==> config.mk <==
export PLATFORM = sky130hd
export DESIGN_NAME = rgmii_rx_frame_reader
export DESIGN_NICKNAME = d
export VERILOG_FILES = /design/src/rtl/rgmii_rx_frame_reader.sv
export SDC_FILE = /design/constraint.sdc
export NUM_CORES = 1
export LEC_CHECK = 0
export ABC_AREA = 1
export BUFFER_PORTS_ARGS = -buffer_cell sky130_fd_sc_hd__buf_4
export CAP_MARGIN = 15
export CORE_ASPECT_RATIO = 0.6
export CORE_MARGIN = 2
export CORE_UTILIZATION = 56
export DETAILED_ROUTE_END_ITERATION = 16
export HOLD_SLACK_MARGIN = 0.08
export PLACE_DENSITY = 0.78
export SLEW_MARGIN = 20
export SYNTH_ARGS = -nofsm -noshare
export SYNTH_HDL_FRONTEND = slang
export SYNTH_SLANG_ARGS = --single-unit
==> constraint.sdc <==
create_clock -name i_udp_stack_clk -period 8.3 [get_ports i_udp_stack_clk]
set_input_delay 2.49 -clock i_udp_stack_clk [delete_from_list [all_inputs] [get_ports i_udp_stack_clk]]
set_output_delay 2.49 -clock i_udp_stack_clk [all_outputs]
set_load 0.005 [all_outputs]
==> src/rtl/rgmii_rx_frame_reader.sv <==
// Replays length-delimited frames from a frame RAM as a GMII-style byte stream,
// one frame per length-FIFO entry, with a minimum inter-frame gap.
module rgmii_rx_frame_reader #(
    parameter int P_RAM_LATENCY = 1,
    parameter int P_IFG_CYCLES  = 12,
    parameter int P_MAX_ADDR    = 1525
) (
    input  logic        i_udp_stack_clk,
    input  logic        i_rst,
    input  logic        i_enable,
    input  logic        i_len_fifo_empty,
    input  logic [10:0] i_len_fifo_dout,
    output logic        o_len_fifo_rden,
    output logic        o_ram_en,
    output logic [10:0] o_ram_addr,
    input  logic [7:0]  i_ram_dout,
    output logic [7:0]  o_gmii_rx_data,
    output logic        o_gmii_rx_valid,
    output logic        o_busy,
    output logic        o_len_err,
    output logic [15:0] o_frame_cnt
);

    typedef enum logic [2:0] {
        S_IDLE, S_POP, S_LATCH, S_READ, S_DRAIN, S_GAP
    } t_state;

    localparam logic [15:0] LP_DRAIN_LAST = 16'(P_RAM_LATENCY);
    localparam logic [15:0] LP_GAP_LAST   = (P_IFG_CYCLES == 0) ? 16'd0 : 16'(P_IFG_CYCLES - 1);
    localparam logic [10:0] LP_MAX        = 11'(P_MAX_ADDR);

    t_state                   r_state;
    t_state                   w_next;
    logic                     r_armed;
    logic [10:0]              r_last;
    logic [10:0]              r_addr;
    logic [10:0]              r_emit;
    logic [15:0]              r_cnt;
    logic [15:0]              r_frame_cnt;
    logic                     r_len_err;
    logic [7:0]               r_data;
    // Bits [L-1:0] track the RAM read latency; the top bit is the output valid.
    logic [P_RAM_LATENCY:0]   r_en_dly;
    logic                     w_ram_en;
    logic                     w_rd_last;
    logic                     w_over;
    logic                     w_tap;

    assign w_rd_last = (r_state == S_READ) && (r_addr == r_last);
    assign w_over    = (i_len_fifo_dout > LP_MAX);
    assign w_tap     = r_en_dly[P_RAM_LATENCY-1];

    always_ff @(posedge i_udp_stack_clk or posedge i_rst) begin
        if (i_rst) begin
            r_state <= S_IDLE;
        end else begin
            r_state <= w_next;
        end
    end

    always_comb begin
        w_next          = r_state;
        o_len_fifo_rden = 1'b0;
        w_ram_en        = 1'b0;
        case (r_state)
            S_IDLE: begin
                if (r_armed && i_enable && !i_len_fifo_empty) begin
                    w_next = S_POP;
                end
            end
            S_POP: begin
                o_len_fifo_rden = 1'b1;
                w_next          = S_LATCH;
            end
            S_LATCH: begin
                w_next = S_READ;
            end
            S_READ: begin
                w_ram_en = 1'b1;
                if (r_addr == r_last) begin
                    w_next = S_DRAIN;
                end
            end
            S_DRAIN: begin
                if (r_cnt == LP_DRAIN_LAST) begin
                    if (P_IFG_CYCLES == 0) begin
                        w_next = S_IDLE;
                    end else begin
                        w_next = S_GAP;
                    end
                end
            end
            S_GAP: begin
                if (r_cnt == LP_GAP_LAST) begin
                    w_next = S_IDLE;
                end
            end
            default: begin
                w_next = S_IDLE;
            end
        endcase
    end

    always_ff @(posedge i_udp_stack_clk or posedge i_rst) begin
        if (i_rst) begin
            r_armed     <= 1'b0;
            r_last      <= '0;
            r_addr      <= '0;
            r_emit      <= '0;
            r_cnt       <= '0;
            r_frame_cnt <= '0;
            r_len_err   <= 1'b0;
            r_data      <= '0;
            r_en_dly    <= '0;
        end else begin
            r_armed   <= 1'b1;
            r_len_err <= 1'b0;
            if (r_state == S_LATCH) begin
                r_last    <= w_over ? LP_MAX : i_len_fifo_dout;
                r_len_err <= w_over;
            end

            if ((r_state == S_READ) && !w_rd_last) begin
                r_addr <= r_addr + 11'd1;
            end else begin
                r_addr <= '0;
            end

            if ((r_state == w_next) && ((r_state == S_DRAIN) || (r_state == S_GAP))) begin
                r_cnt <= r_cnt + 16'd1;
            end else begin
                r_cnt <= '0;
            end

            r_en_dly <= {r_en_dly[P_RAM_LATENCY-1:0], w_ram_en};
            r_data   <= w_tap ? i_ram_dout : '0;

            // Emitted-byte count identifies the last byte without a parallel flag pipeline.
            if (w_tap) begin
                if (r_emit == r_last) begin
                    r_emit      <= '0;
                    r_frame_cnt <= r_frame_cnt + 16'd1;
                end else begin
                    r_emit <= r_emit + 11'd1;
                end
            end
        end
    end

    assign o_ram_en        = w_ram_en;
    assign o_ram_addr      = w_ram_en ? r_addr : '0;
    assign o_gmii_rx_data  = r_data;
    assign o_gmii_rx_valid = r_en_dly[P_RAM_LATENCY];
    assign o_busy          = (r_state != S_IDLE);
    assign o_len_err       = r_len_err;
    assign o_frame_cnt     = r_frame_cnt;

endmodule

==> metrics.txt, run 1 <==
# TYPE chip_impl_metric gauge
chip_impl_info{name="outcome",value="complete, no violations"} 1
chip_impl_metric{name="met3RoutedLength",unit="um"} 721
chip_impl_metric{name="post-cts-setup-buffers",unit=""} 0
chip_impl_info{name="tritoncts_clock_tree",value="done"} 1
chip_impl_metric{name="postLayoutCellArea",unit="sq mm"} 0.00520
chip_impl_metric{name="grt_use_total",unit="%"} 25.6
chip_impl_metric{name="cts_hold_buf",unit=""} 0
chip_impl_metric{name="core.rowCount",unit=""} 24
chip_impl_metric{name="cts_resized",unit=""} 0
chip_impl_info{name="rr_endpoint",value="o_frame_cnt[6]"} 1
chip_impl_info{name="timing.critical_path.from",value="r_state[2]"} 1
chip_impl_metric{name="postSynthRegisterBits",unit=""} 80
chip_impl_metric{name="worst_pin_slew",unit="ns"} 0.618
chip_impl_metric{name="instances_no_fill",unit=""} 706
chip_impl_metric{name="cts_max_path_buffers",unit=""} 2
chip_impl_info{name="critical_path.endpoint_type",value="output port"} 1
chip_impl_metric{name="reg2reg_depth",unit=""} 8
chip_impl_metric{name="grt_max_degree",unit=""} 81
chip_impl_info{name="worst-setup-path-type",value="reg2out"} 1
chip_impl_metric{name="ys_warn_count",unit=""} 0
chip_impl_metric{name="met2_wirelength",unit="um"} 4530
chip_impl_metric{name="finalHoldViolCount",unit=""} 0
chip_impl_metric{name="m1WireLength",unit="um"} 4520
chip_impl_info{name="post-synth-top-area-cell",value="dfrtp_1"} 1
chip_impl_info{name="worst_hold_path_type",value="reg2reg"} 1
chip_impl_metric{name="total_number_of_clock_tree_sinks",unit=""} 80
chip_impl_metric{name="clock_insertion_delay_worst_skew",unit="ns"} 0.34
chip_impl_metric{name="dr_total_vias",unit=""} 3693
chip_impl_metric{name="cts.reportedPaths.clkPinSlew",unit="ns"} 0.06
chip_impl_metric{name="post-route-min-period",unit="ns"} 4.06
chip_impl_metric{name="drc",unit=""} 0
chip_impl_metric{name="synth_top_area_share",unit="%"} 45.6
chip_impl_metric{name="dp.final_hpwl",unit="um"} 7090
chip_impl_metric{name="num_antenna_cells",unit=""} 0
chip_impl_metric{name="fmax",unit="MHz"} 246
chip_impl_metric{name="antenna_violating_nets_post_route",unit=""} 0
chip_impl_metric{name="numCtsBuffers",unit=""} 9
chip_impl_metric{name="power.density_cell_area",unit="mW/mm^2"} 236
chip_impl_info{name="kind_of_start_point_of_the_critical_path",value="register"} 1
chip_impl_metric{name="routed_wirelength",unit="um"} 9920
chip_impl_metric{name="final.setup_skew",unit="ns"} 0.00613
chip_impl_metric{name="area_delta_synth_final",unit="%"} 18.5
chip_impl_metric{name="required",unit="ns"} 5.81
chip_impl_metric{name="initial_core_util",unit="%"} 59.1
chip_impl_metric{name="die_area",unit="sq mm"} 0.00858
chip_impl_metric{name="timing.critical_path.slowest_cell_delay",unit="ns"} 0.41
chip_impl_metric{name="wl_per_cell",unit="um"} 14.1
chip_impl_info{name="netlist_top_cells_area",value="dfrtp_1 (46%), nand2_1 (11%), inv_1 (6.1%)"} 1
chip_impl_metric{name="placeableCoreArea",unit="sq mm"} 0.00742
chip_impl_metric{name="drt-vias-per-instance",unit=""} 5.23
chip_impl_metric{name="ir_worst_vdd",unit="V"} 0.000136
chip_impl_info{name="mostFrequentLayoutCells",value="nand2_1 (123), dfrtp_1 (80), inv_1 (70), buf_4 (63), nor2_1 (49)"} 1
chip_impl_metric{name="io_buffers",unit=""} 62
chip_impl_metric{name="grt_antenna_before_repair",unit=""} 0
chip_impl_info{name="slowest_stage",value="dfrtp_1"} 1
chip_impl_info{name="rsz0062_at_grt",value="no"} 1
chip_impl_info{name="highest-signal-layer",value="met4"} 1
chip_impl_info{name="worst_setup_path_endpoint",value="o_ram_addr[5]"} 1
chip_impl_metric{name="fillCellCount",unit=""} 600
chip_impl_metric{name="final_min_period_over_clock_period",unit="%"} 48.9
chip_impl_metric{name="leakagePower",unit="nW"} 2.53
chip_impl_metric{name="critPathMaxFanout",unit=""} 13
chip_impl_metric{name="r2r_setup_slack",unit="ns"} 6.22
chip_impl_metric{name="synthCells",unit=""} 534
chip_impl_metric{name="crit_arrival",unit="ns"} 1.57
chip_impl_metric{name="placed_cells",unit=""} 690
chip_impl_metric{name="design_power_total",unit="mW"} 1.22
chip_impl_metric{name="htree_levels",unit=""} 3
chip_impl_metric{name="first_global_vias",unit=""} 3562
chip_impl_metric{name="relSlewSlack",unit="%"} 58.8
chip_impl_info{name="r2r-start",value="r_emit[4]"} 1
chip_impl_metric{name="overall_overflow_remaining_after_global_route",unit=""} 0
chip_impl_metric{name="design.portCount",unit=""} 63
chip_impl_metric{name="post_synth.cell_area_avg",unit="sq um"} 8.21
chip_impl_metric{name="globalplace.congestion",unit=""} 0.903
chip_impl_metric{name="syn_area",unit="sq mm"} 0.00439
chip_impl_metric{name="seq_area",unit="sq mm"} 0.00200
chip_impl_metric{name="totalNegativeSetupSlack",unit="ns"} 0
chip_impl_metric{name="postSynthNetCount",unit=""} 562
chip_impl_metric{name="yosysUniqueCellTypes",unit=""} 37
chip_impl_info{name="final_common_cell",value="nand2_1"} 1
chip_impl_metric{name="proportion_of_layout_cells_with_a_drive_suffix_above_1",unit="%"} 19.1
chip_impl_metric{name="dpl-instance-area",unit="sq mm"} 0.00491
chip_impl_metric{name="chipWidth",unit="um"} 118
chip_impl_metric{name="drv_slew",unit=""} 0
chip_impl_metric{name="die_height",unit="um"} 72.6
chip_impl_metric{name="multi_input_comb_area",unit="sq mm"} 0.00201
chip_impl_metric{name="finish.net_count",unit=""} 626
chip_impl_metric{name="drt_iter0_markers",unit=""} 339
chip_impl_info{name="cp_cell_sequence",value="nor2_1, nand2_1, nor2_1, buf_4"} 1
chip_impl_metric{name="drt_pre_antenna_iters",unit=""} 6
chip_impl_metric{name="setup_viol",unit=""} 0
chip_impl_info{name="clk_tree_root_cell",value="clkbuf_16"} 1
chip_impl_metric{name="grt_first_pass_wirelength",unit="um"} 17100
chip_impl_metric{name="maxCapViolCount",unit=""} 0
chip_impl_metric{name="fin_util",unit="%"} 70.1
chip_impl_metric{name="yosysSeqAreaShare",unit="%"} 45.6
chip_impl_info{name="crit_path_frequent_cell",value="nor2_1"} 1
where the power goes:
part / switching, mW / internal, mW
logic: 0.184 / 0.131
clock network: 0.163 / 0.202
registers: 0.0897 / 0.456
total: 0.436 / 0.789
Yosys cell counts:
| cell type | number |
|---|---|
| o21a_1 | 1 |
| nand3b_1 | 4 |
| buf_2 | 4 |
| nor3b_1 | 2 |
| nor4_2 | 3 |
| or2_1 | 1 |
| o21ai_0 | 13 |
| a21o_1 | 1 |
| nor2_4 | 11 |
| clkinv_2 | 1 |
| clkbuf_1 | 3 |
| inv_1 | 71 |
| xnor2_1 | 16 |
| ha_1 | 5 |
| a21oi_1 | 11 |
| buf_6 | 3 |
| or2_2 | 1 |
| nand3_1 | 34 |
| o31ai_1 | 1 |
| conb_1 | 1 |
| buf_12 | 1 |
| nor2_1 | 49 |
| nand4_1 | 14 |
| nand3_2 | 2 |
| xor2_1 | 30 |
| nor2_2 | 3 |
| nand2_2 | 2 |
| nor3_1 | 17 |
| nand2_1 | 123 |
| inv_2 | 6 |
| o21ai_1 | 10 |
| nor3_2 | 4 |
| o22ai_1 | 1 |
| nor4_1 | 3 |
| nand2_4 | 1 |
| dfrtp_1 | 80 |
| a21oi_2 | 1 |
registers in the layout, indices dropped and copies added (netlist names):
register,count
o_gmii_rx_data,8
r_addr,11
o_frame_cnt,16
r_emit,11
r_armed,1
o_len_err,1
r_state,3
r_en_dly,2
r_cnt,16
r_last,11
metal layers:
layer | vias up | track usage [%]
met2 | 142 | 40.1
met4 | 0 | 8.57
li1 | 1817 | -
met3 | 20 | 7.15
met5 | - | 0
met1 | 1714 | 34.8
area by class of cell:
| cell class | instances | area share [%] |
|---|---|---|
| multi-input cells | 365 | 38.6 |
| flip-flops and latches | 80 | 38.5 |
| repair buffers | 64 | 9.48 |
| inverters | 78 | 5.68 |
| clock buffers | 9 | 4.33 |
| well taps | 104 | 2.50 |
| clock inverters | 6 | 0.891 |
logic make-up after synthesis:
family	Yosys count	synth area share (%)
AOI/OAI and AO/OA	39	4.73
buffers and inverters	89	8.64
other	1	0.0855
adders and majority gates	5	1.43
DFF	80	45.6
xor gates and xnor gates	46	9.18
and+or+nand+nor	274	30.3
worst max-delay path: cells and delay by family, from the launching register on:
kind,cells,cell delay [ns]
flip-flops,1,0.41
AND/OR/NAND/NOR,3,0.67
buffers and inverters,1,0.14
metrics by stage:
stage,hold slack (ns),setup WS [ns]
finish,0.503,4.24
global route,0.531,4.06
CTS,0.497,4.24
detailed placement,0.489,4.61
global placement,0.481,4.69
floorplan,0.349,3.76
worst min-delay path by stage:
stage	start	end	slack, ns	cells after the start
floorplan	r_en_dly[0]	r_en_dly[1]	0.35	0
global placement	r_cnt[0]	r_cnt[0]	0.48	1
detailed placement	r_cnt[0]	r_cnt[0]	0.49	1
CTS	r_cnt[0]	r_cnt[0]	0.50	1
global route	r_cnt[0]	r_cnt[0]	0.53	1
finish	r_cnt[0]	r_cnt[0]	0.50	1
Note: power is estimated with default switching activity, not from simulation.
==> run 2, diff against run 1 <==
clock period = 4.23 ns   (was 8.3 ns; I/O delays follow)
==> metrics.txt, run 2 (synthesis gave the netlist of run 1 again) <==
# TYPE chip_impl_metric gauge
chip_impl_metric{name="setup_viol",unit=""} 0
chip_impl_metric{name="routed_wirelength",unit="um"} 9450
chip_impl_metric{name="required",unit="ns"} 2.96
chip_impl_info{name="outcome",value="complete, no violations"} 1
chip_impl_metric{name="numCtsBuffers",unit=""} 9
chip_impl_info{name="critical_path.endpoint_type",value="output port"} 1
chip_impl_metric{name="finalHoldViolCount",unit=""} 0
chip_impl_metric{name="fmax",unit="MHz"} 357
chip_impl_metric{name="fillCellCount",unit=""} 557
chip_impl_metric{name="die_height",unit="um"} 72.6
chip_impl_metric{name="post-cts-setup-buffers",unit=""} 0
chip_impl_metric{name="grt_max_degree",unit=""} 68
chip_impl_info{name="final_common_cell",value="nand2_1"} 1
chip_impl_metric{name="fin_ws",unit="ns"} 1.43
chip_impl_metric{name="final_min_period_over_clock_period",unit="%"} 66.2
chip_impl_metric{name="worst_pin_slew",unit="ns"} 0.598
chip_impl_info{name="worst-setup-path-type",value="reg2out"} 1
chip_impl_info{name="clk_tree_root_cell",value="clkbuf_16"} 1
chip_impl_metric{name="relSlewSlack",unit="%"} 60.0
chip_impl_metric{name="drt-vias-per-instance",unit=""} 5.17
chip_impl_metric{name="chipWidth",unit="um"} 118
chip_impl_metric{name="wl_per_cell",unit="um"} 13.4
chip_impl_metric{name="antenna_violating_nets_post_route",unit=""} 0
chip_impl_info{name="tritoncts_clock_tree",value="done"} 1
chip_impl_metric{name="final.setup_skew",unit="ns"} 0.0106
chip_impl_metric{name="multi_input_comb_area",unit="sq mm"} 0.00201
chip_impl_metric{name="area_delta_synth_final",unit="%"} 19.1
chip_impl_metric{name="dp.final_hpwl",unit="um"} 6870
chip_impl_metric{name="cts.reportedPaths.clkPinSlew",unit="ns"} 0.06
chip_impl_metric{name="initial_core_util",unit="%"} 59.1
chip_impl_metric{name="first_global_vias",unit=""} 3385
chip_impl_metric{name="core.rowCount",unit=""} 24
chip_impl_metric{name="drt_pre_antenna_iters",unit=""} 5
chip_impl_metric{name="num_antenna_cells",unit=""} 0
chip_impl_metric{name="pre_cts_ws",unit="ns"} 1.79
chip_impl_metric{name="final.hold.worst_slack",unit="ns"} 0.495
chip_impl_metric{name="ir_worst_vdd",unit="V"} 0.000285
chip_impl_metric{name="grt_antenna_before_repair",unit=""} 0
chip_impl_metric{name="design_power_total",unit="mW"} 2.47
chip_impl_metric{name="critPathMaxFanout",unit=""} 13
chip_impl_metric{name="dr_total_vias",unit=""} 3650
chip_impl_metric{name="overall_overflow_remaining_after_global_route",unit=""} 0
chip_impl_metric{name="die_area",unit="sq mm"} 0.00858
chip_impl_metric{name="io_buffers",unit=""} 62
chip_impl_metric{name="drv_slew",unit=""} 0
chip_impl_metric{name="cts_resized",unit=""} 0
chip_impl_metric{name="globalplace.congestion",unit=""} 0.885
chip_impl_metric{name="drc",unit=""} 0
chip_impl_metric{name="totalNegativeSetupSlack",unit="ns"} 0
chip_impl_metric{name="cts_hold_buf",unit=""} 0
chip_impl_metric{name="proportion_of_layout_cells_with_a_drive_suffix_above_1",unit="%"} 19.1
chip_impl_metric{name="finish.net_count",unit=""} 625
chip_impl_metric{name="cts_max_path_buffers",unit=""} 2
chip_impl_metric{name="seq_area",unit="sq mm"} 0.00200
chip_impl_metric{name="grt_first_pass_wirelength",unit="um"} 16200
chip_impl_info{name="rsz0062_at_grt",value="no"} 1
chip_impl_info{name="worst_hold_path_type",value="reg2reg"} 1
chip_impl_metric{name="htree_levels",unit=""} 3
chip_impl_metric{name="post-route-min-period",unit="ns"} 2.80
chip_impl_metric{name="grt_use_total",unit="%"} 24.3
chip_impl_metric{name="drt_iter0_markers",unit=""} 354
chip_impl_metric{name="leakagePower",unit="nW"} 2.53
chip_impl_metric{name="placeableCoreArea",unit="sq mm"} 0.00742
chip_impl_info{name="mostFrequentLayoutCells",value="nand2_1 (123), dfrtp_1 (80), inv_1 (70), buf_4 (63), nor2_1 (49)"} 1
chip_impl_metric{name="clock_insertion_delay_worst_skew",unit="ns"} 0.34
chip_impl_metric{name="crit_arrival",unit="ns"} 1.53
chip_impl_info{name="kind_of_start_point_of_the_critical_path",value="register"} 1
chip_impl_metric{name="maxCapViolCount",unit=""} 0
chip_impl_metric{name="design.portCount",unit=""} 63
chip_impl_metric{name="power.density_cell_area",unit="mW/mm^2"} 473
chip_impl_metric{name="total_number_of_clock_tree_sinks",unit=""} 80
## run 2: changes by cell type in the layout (fill, tap and decap cells not counted), sizes merged
| cell | previous run | this run |
|---|---|---|
| buf | 64 | 63 |
| bufinv | 0 | 1 |
| clkbuf | 9 | 10 |
| clkinv | 5 | 2 |
| clkinvlp | 2 | 3 |
| inv | 77 | 78 |
## run 2: metrics by stage
step	area [sq um]	std cells	utilization [%]
final	5220	706	70.4
after global routing	5220	706	70.4
after CTS	5220	706	70.4
after detailed placement	4910	690	66.2
after global placement	4910	690	66.1
after floorplan	4390	534	-
## run 2: worst paths after layout
path	startpoint	end	slack [ns]	cells past startpoint
max	r_state[1]	o_ram_en	1.43	5
min	r_cnt[0]	r_cnt[0]	0.49	1
max reg2reg	r_last[0]	o_frame_cnt[6]	2.21	9
min reg2reg	r_cnt[0]	r_cnt[0]	0.49	1
max in group asynchronous	i_rst	r_state[2]	2.62	3
min in group asynchronous	i_rst	o_frame_cnt[8]	0.99	2
## run 2: critical path: stages, from the launching register on
cell	delay [ns]
dfrtp_1	0.40
inv_1	0.09
nor2_1	0.05
nand2_1	0.33
inv_1	0.15
buf_4	0.16
## run 2: final cells by class
type	instances	area share, %
tap	104	2.49
inverter	78	5.72
clock inverter	6	1.44
multi-input combinational	365	38.4
sequential	80	38.3
timing repair buffer	63	9.05
clock buffer	10	4.57
## run 2: report_power, final
part / switching (mW) / internal, mW
Clock: 0.326 / 0.481
Sequential: 0.173 / 0.894
Combinational: 0.342 / 0.256
Total: 0.841 / 1.63
## run 2: metal layers
| layer | vias up | wire [um] | global-route usage [%] |
|---|---|---|---|
| li1 | 1812 | - | - |
| met1 | 1721 | 4640 | 34.9 |
| met2 | 112 | 4090 | 36.9 |
| met3 | 5 | 679 | 7.78 |
| met4 | 0 | 41 | 3.88 |
| met5 | - | 0 | 0 |
==> run 3, diff against run 2 <==
ABC_AREA = 0   (was 1)
PLACE_DENSITY = 0.79   (was 0.78)
clock period = 2.9 ns   (was 4.23 ns; I/O delays follow)
==> metrics.txt, run 3 <==
# TYPE chip_impl_metric gauge
chip_impl_info{name="outcome",value="complete, no violations"} 1
chip_impl_metric{name="htree_levels",unit=""} 3
chip_impl_metric{name="placeableCoreArea",unit="sq mm"} 0.00665
chip_impl_metric{name="multi_input_comb_area",unit="sq mm"} 0.00177
chip_impl_metric{name="totalNegativeSetupSlack",unit="ns"} 0
chip_impl_metric{name="synth-simple-area-share",unit="%"} 25.7
chip_impl_metric{name="timing.critical_path.slowest_cell_delay",unit="ns"} 0.51
chip_impl_metric{name="drt-vias-per-instance",unit=""} 5.36
chip_impl_info{name="netlist_top_cells_area",value="dfrtp_1 (52%), xnor2_1 (8.9%), xor2_1 (6.4%)"} 1
chip_impl_metric{name="grt_max_degree",unit=""} 45
chip_impl_metric{name="chipWidth",unit="um"} 111
chip_impl_metric{name="drc",unit=""} 0
chip_impl_metric{name="globalplace.congestion",unit=""} 0.862
chip_impl_info{name="kind_of_start_point_of_the_critical_path",value="register"} 1
chip_impl_metric{name="fillCellCount",unit=""} 482
chip_impl_info{name="worst_hold_path_type",value="reg2reg"} 1
chip_impl_info{name="critical_path.endpoint_type",value="output port"} 1
chip_impl_metric{name="synthCells",unit=""} 380
chip_impl_info{name="cp_cell_sequence",value="and3b_1, and2_1, buf_4"} 1
chip_impl_info{name="postSynth.topFlopCell",value="dfrtp_1"} 1
chip_impl_metric{name="ys_warn_count",unit=""} 0
chip_impl_info{name="tritoncts_clock_tree",value="done"} 1
chip_impl_metric{name="comb_power_share",unit="%"} 22.3
chip_impl_metric{name="leakagePower",unit="nW"} 2.26
chip_impl_info{name="rsz0062_at_grt",value="no"} 1
chip_impl_metric{name="finalHoldViolCount",unit=""} 0
chip_impl_metric{name="grt_antenna_before_repair",unit=""} 0
chip_impl_metric{name="relSlewSlack",unit="%"} 53.7
chip_impl_metric{name="core.rowCount",unit=""} 23
chip_impl_info{name="post-synth-top-area-cell",value="dfrtp_1"} 1
chip_impl_metric{name="design.portCount",unit=""} 63
chip_impl_metric{name="synth_area_in_xor_xnor",unit="%"} 15.3
chip_impl_metric{name="numCtsBuffers",unit=""} 9
chip_impl_metric{name="post-cts-setup-buffers",unit=""} 0
chip_impl_metric{name="setup_viol",unit=""} 0
chip_impl_metric{name="post-route-min-period",unit="ns"} 2.47
chip_impl_metric{name="drt_iter0_markers",unit=""} 199
chip_impl_metric{name="area_delta_synth_final",unit="%"} 23.4
chip_impl_metric{name="power.density_cell_area",unit="mW/mm^2"} 752
chip_impl_metric{name="worst_pin_slew",unit="ns"} 0.694
chip_impl_metric{name="postSynthNetCount",unit=""} 408
chip_impl_info{name="main_combinational_cell_family_by_area_after_synthesis",value="simple AND/OR/NAND/NOR gates"} 1
chip_impl_metric{name="required",unit="ns"} 2.03
chip_impl_metric{name="final_min_period_over_clock_period",unit="%"} 85.1
chip_impl_metric{name="routed_wirelength",unit="um"} 8320
chip_impl_metric{name="cts_max_path_buffers",unit=""} 2
chip_impl_info{name="final_common_cell",value="dfrtp_1"} 1
chip_impl_metric{name="synth_top_area_share",unit="%"} 52.1
chip_impl_metric{name="seq_area",unit="sq mm"} 0.00200
chip_impl_metric{name="initial_core_util",unit="%"} 57.8
chip_impl_metric{name="crit_arrival",unit="ns"} 1.60
chip_impl_metric{name="dp.final_hpwl",unit="um"} 6080
chip_impl_metric{name="proportion_of_layout_cells_with_a_drive_suffix_above_1",unit="%"} 19.4
chip_impl_metric{name="fmax",unit="MHz"} 405
chip_impl_info{name="most_instantiated_library_cell_after_synthesis",value="dfrtp_1"} 1
chip_impl_info{name="clk_tree_root_cell",value="clkbuf_16"} 1
chip_impl_metric{name="maxCapViolCount",unit=""} 0
chip_impl_info{name="worst-setup-path-type",value="reg2out"} 1
chip_impl_info{name="mostFrequentLayoutCells",value="dfrtp_1 (80), buf_4 (66), nor2_1 (43), nand2_1 (41), xnor2_1 (39)"} 1
chip_impl_info{name="netlist_top_cells_count",value="dfrtp_1 (80), nor2_1 (43), nand2_1 (41)"} 1
chip_impl_metric{name="power.net_switching",unit="mW"} 1.11
chip_impl_metric{name="pwr-share-clk",unit="%"} 33.8
chip_impl_metric{name="final.setup_skew",unit="ns"} 0.00574
chip_impl_metric{name="drt_pre_antenna_iters",unit=""} 4
chip_impl_metric{name="synth_adder_area_share",unit="%"} 1.63
chip_impl_metric{name="p_int",unit="mW"} 2.46
chip_impl_metric{name="sw_frac_of_total",unit="%"} 31.0
chip_impl_metric{name="post_synth.cell_area_avg",unit="sq um"} 10.1
chip_impl_metric{name="ir_worst_vdd",unit="V"} 0.000400
chip_impl_metric{name="postSynthRegisterBits",unit=""} 80
chip_impl_metric{name="antenna_violating_nets_post_route",unit=""} 0
chip_impl_metric{name="grt_use_total",unit="%"} 23.6
chip_impl_metric{name="total_number_of_clock_tree_sinks",unit=""} 80
chip_impl_metric{name="die_area",unit="sq mm"} 0.00756
chip_impl_metric{name="critPathMaxFanout",unit=""} 15
chip_impl_info{name="slowest_stage",value="and3b_1"} 1
chip_impl_metric{name="number_of_flops_mapped_to_enable_cells_by_yosys",unit=""} 0
chip_impl_metric{name="syn_area",unit="sq mm"} 0.00384
chip_impl_metric{name="fin_util",unit="%"} 71.4
chip_impl_metric{name="cts_hold_buf",unit=""} 0
chip_impl_metric{name="num_antenna_cells",unit=""} 0
chip_impl_metric{name="wl_per_cell",unit="um"} 15.4
chip_impl_metric{name="grt_first_pass_wirelength",unit="um"} 13400
chip_impl_metric{name="asyncSetResetFlopFracSynth",unit="%"} 100
chip_impl_metric{name="yosysSeqAreaShare",unit="%"} 52.1
chip_impl_metric{name="finish.net_count",unit=""} 476
chip_impl_metric{name="io_buffers",unit=""} 62
chip_impl_metric{name="clock_insertion_delay_worst_skew",unit="ns"} 0.34
chip_impl_metric{name="seq_power_share",unit="%"} 43.9
chip_impl_metric{name="drv_slew",unit=""} 0
chip_impl_metric{name="design_power_total",unit="mW"} 3.57
chip_impl_metric{name="dr_total_vias",unit=""} 2894
chip_impl_metric{name="yosysUniqueCellTypes",unit=""} 38
chip_impl_metric{name="share_of_the_synthesized_area_in_compound_gates_ao_oa_aoi_oai",unit="%"} 2.67
chip_impl_metric{name="overall_overflow_remaining_after_global_route",unit=""} 0
chip_impl_metric{name="cts.reportedPaths.clkPinSlew",unit="ns"} 0.06
chip_impl_metric{name="die_height",unit="um"} 68.2
chip_impl_metric{name="muxShareOfSynthArea",unit="%"} 0.553
chip_impl_metric{name="cts_resized",unit=""} 0
chip_impl_metric{name="first_global_vias",unit=""} 2631
==> run 3: cell count changes in the layout (fill, tap and decap cells not counted), moves of 5 or more <==
cell and change:
nor3_1 -11, nor2_4 -11, o21ai_0 -7, nand2_1 -82, o21ai_1 -10, a21oi_1 -9
and3_1 +16, and2_1 +21, nor2_1 -6, inv_2 -6, and4_1 +5, inv_1 -64
nand3_1 -5, xnor2_1 +23
==> run 3: worst paths after layout <==
check | start | endpoint | slack (ns) | depth (start not counted)
worst max-delay path | r_state[2] | o_ram_addr[8] | 0.43 | 3
worst min-delay path | o_frame_cnt[15] | o_frame_cnt[15] | 0.48 | 1
worst max register to register | r_last[9] | o_frame_cnt[1] | 0.67 | 5
worst min register to register | o_frame_cnt[15] | o_frame_cnt[15] | 0.48 | 1
max in group asynchronous | i_rst | r_cnt[11] | 1.80 | 3
min in group asynchronous | i_rst | r_en_dly[1] | 0.52 | 2
==> run 3: layout make-up <==
type,instances,area share [%]
Clock buffer,10,4.83
Clock inverter,6,1.95
Inverter,7,0.633
Multi-Input combinational cell,283,37.2
Sequential cell,80,42.2
Tap cell,87,2.29
Timing Repair Buffer,67,10.9
==> run 3: power by group through the flow <==
stage / logic [mW] / registers [mW] / clock network (mW)
floorplan: 0.558 / 1.50 / 0
global placement: 0.759 / 1.57 / 0
detailed placement: 0.793 / 1.58 / 0
CTS: 0.804 / 1.56 / 1.22
global route: 0.904 / 1.60 / 1.27
finish: 0.796 / 1.57 / 1.21
==> run 3: routing by layer <==
layer  vias up  part of all wire, %  GRT usage (%)
met5         -                    0              0
met2       107                   40           31.6
met3         6                  7.7           7.35
li1       1407                    -              -
met4         0                 0.95           5.94
met1      1374                   52           36.7
==> run 3: stage by stage <==
stage          cells  hold WS (ns)  cell area, sq um  setup WS [ns]
6_report         540         0.480              4740          0.433
4_1_cts          540         0.486              4740          0.412
3_5_place_dp     524         0.478              4420          0.697
5_1_grt          540         0.519              4740          0.320
2_1_floorplan    380         0.450              3850          0.956
3_3_place_gp     524         0.463              4420          0.775
==> run 3: cell families (layout without fill, tap and decap cells) <==
group,after synthesis,in the layout
AOI/OAI and AO/OA,16,16
xor gates and xnor gates,67,67
adders and majority gates,5,5
buffers and inverters,17,90
DFF,80,80
muxes,2,2
other,1,1
and+or+nand+nor,192,192
==> run 3: critical path, delay by kind of cell (launching register included) <==
kind	cells	cell delay, ns
flops	1	0.44
buf+inv	1	0.11
simple gates	2	0.71
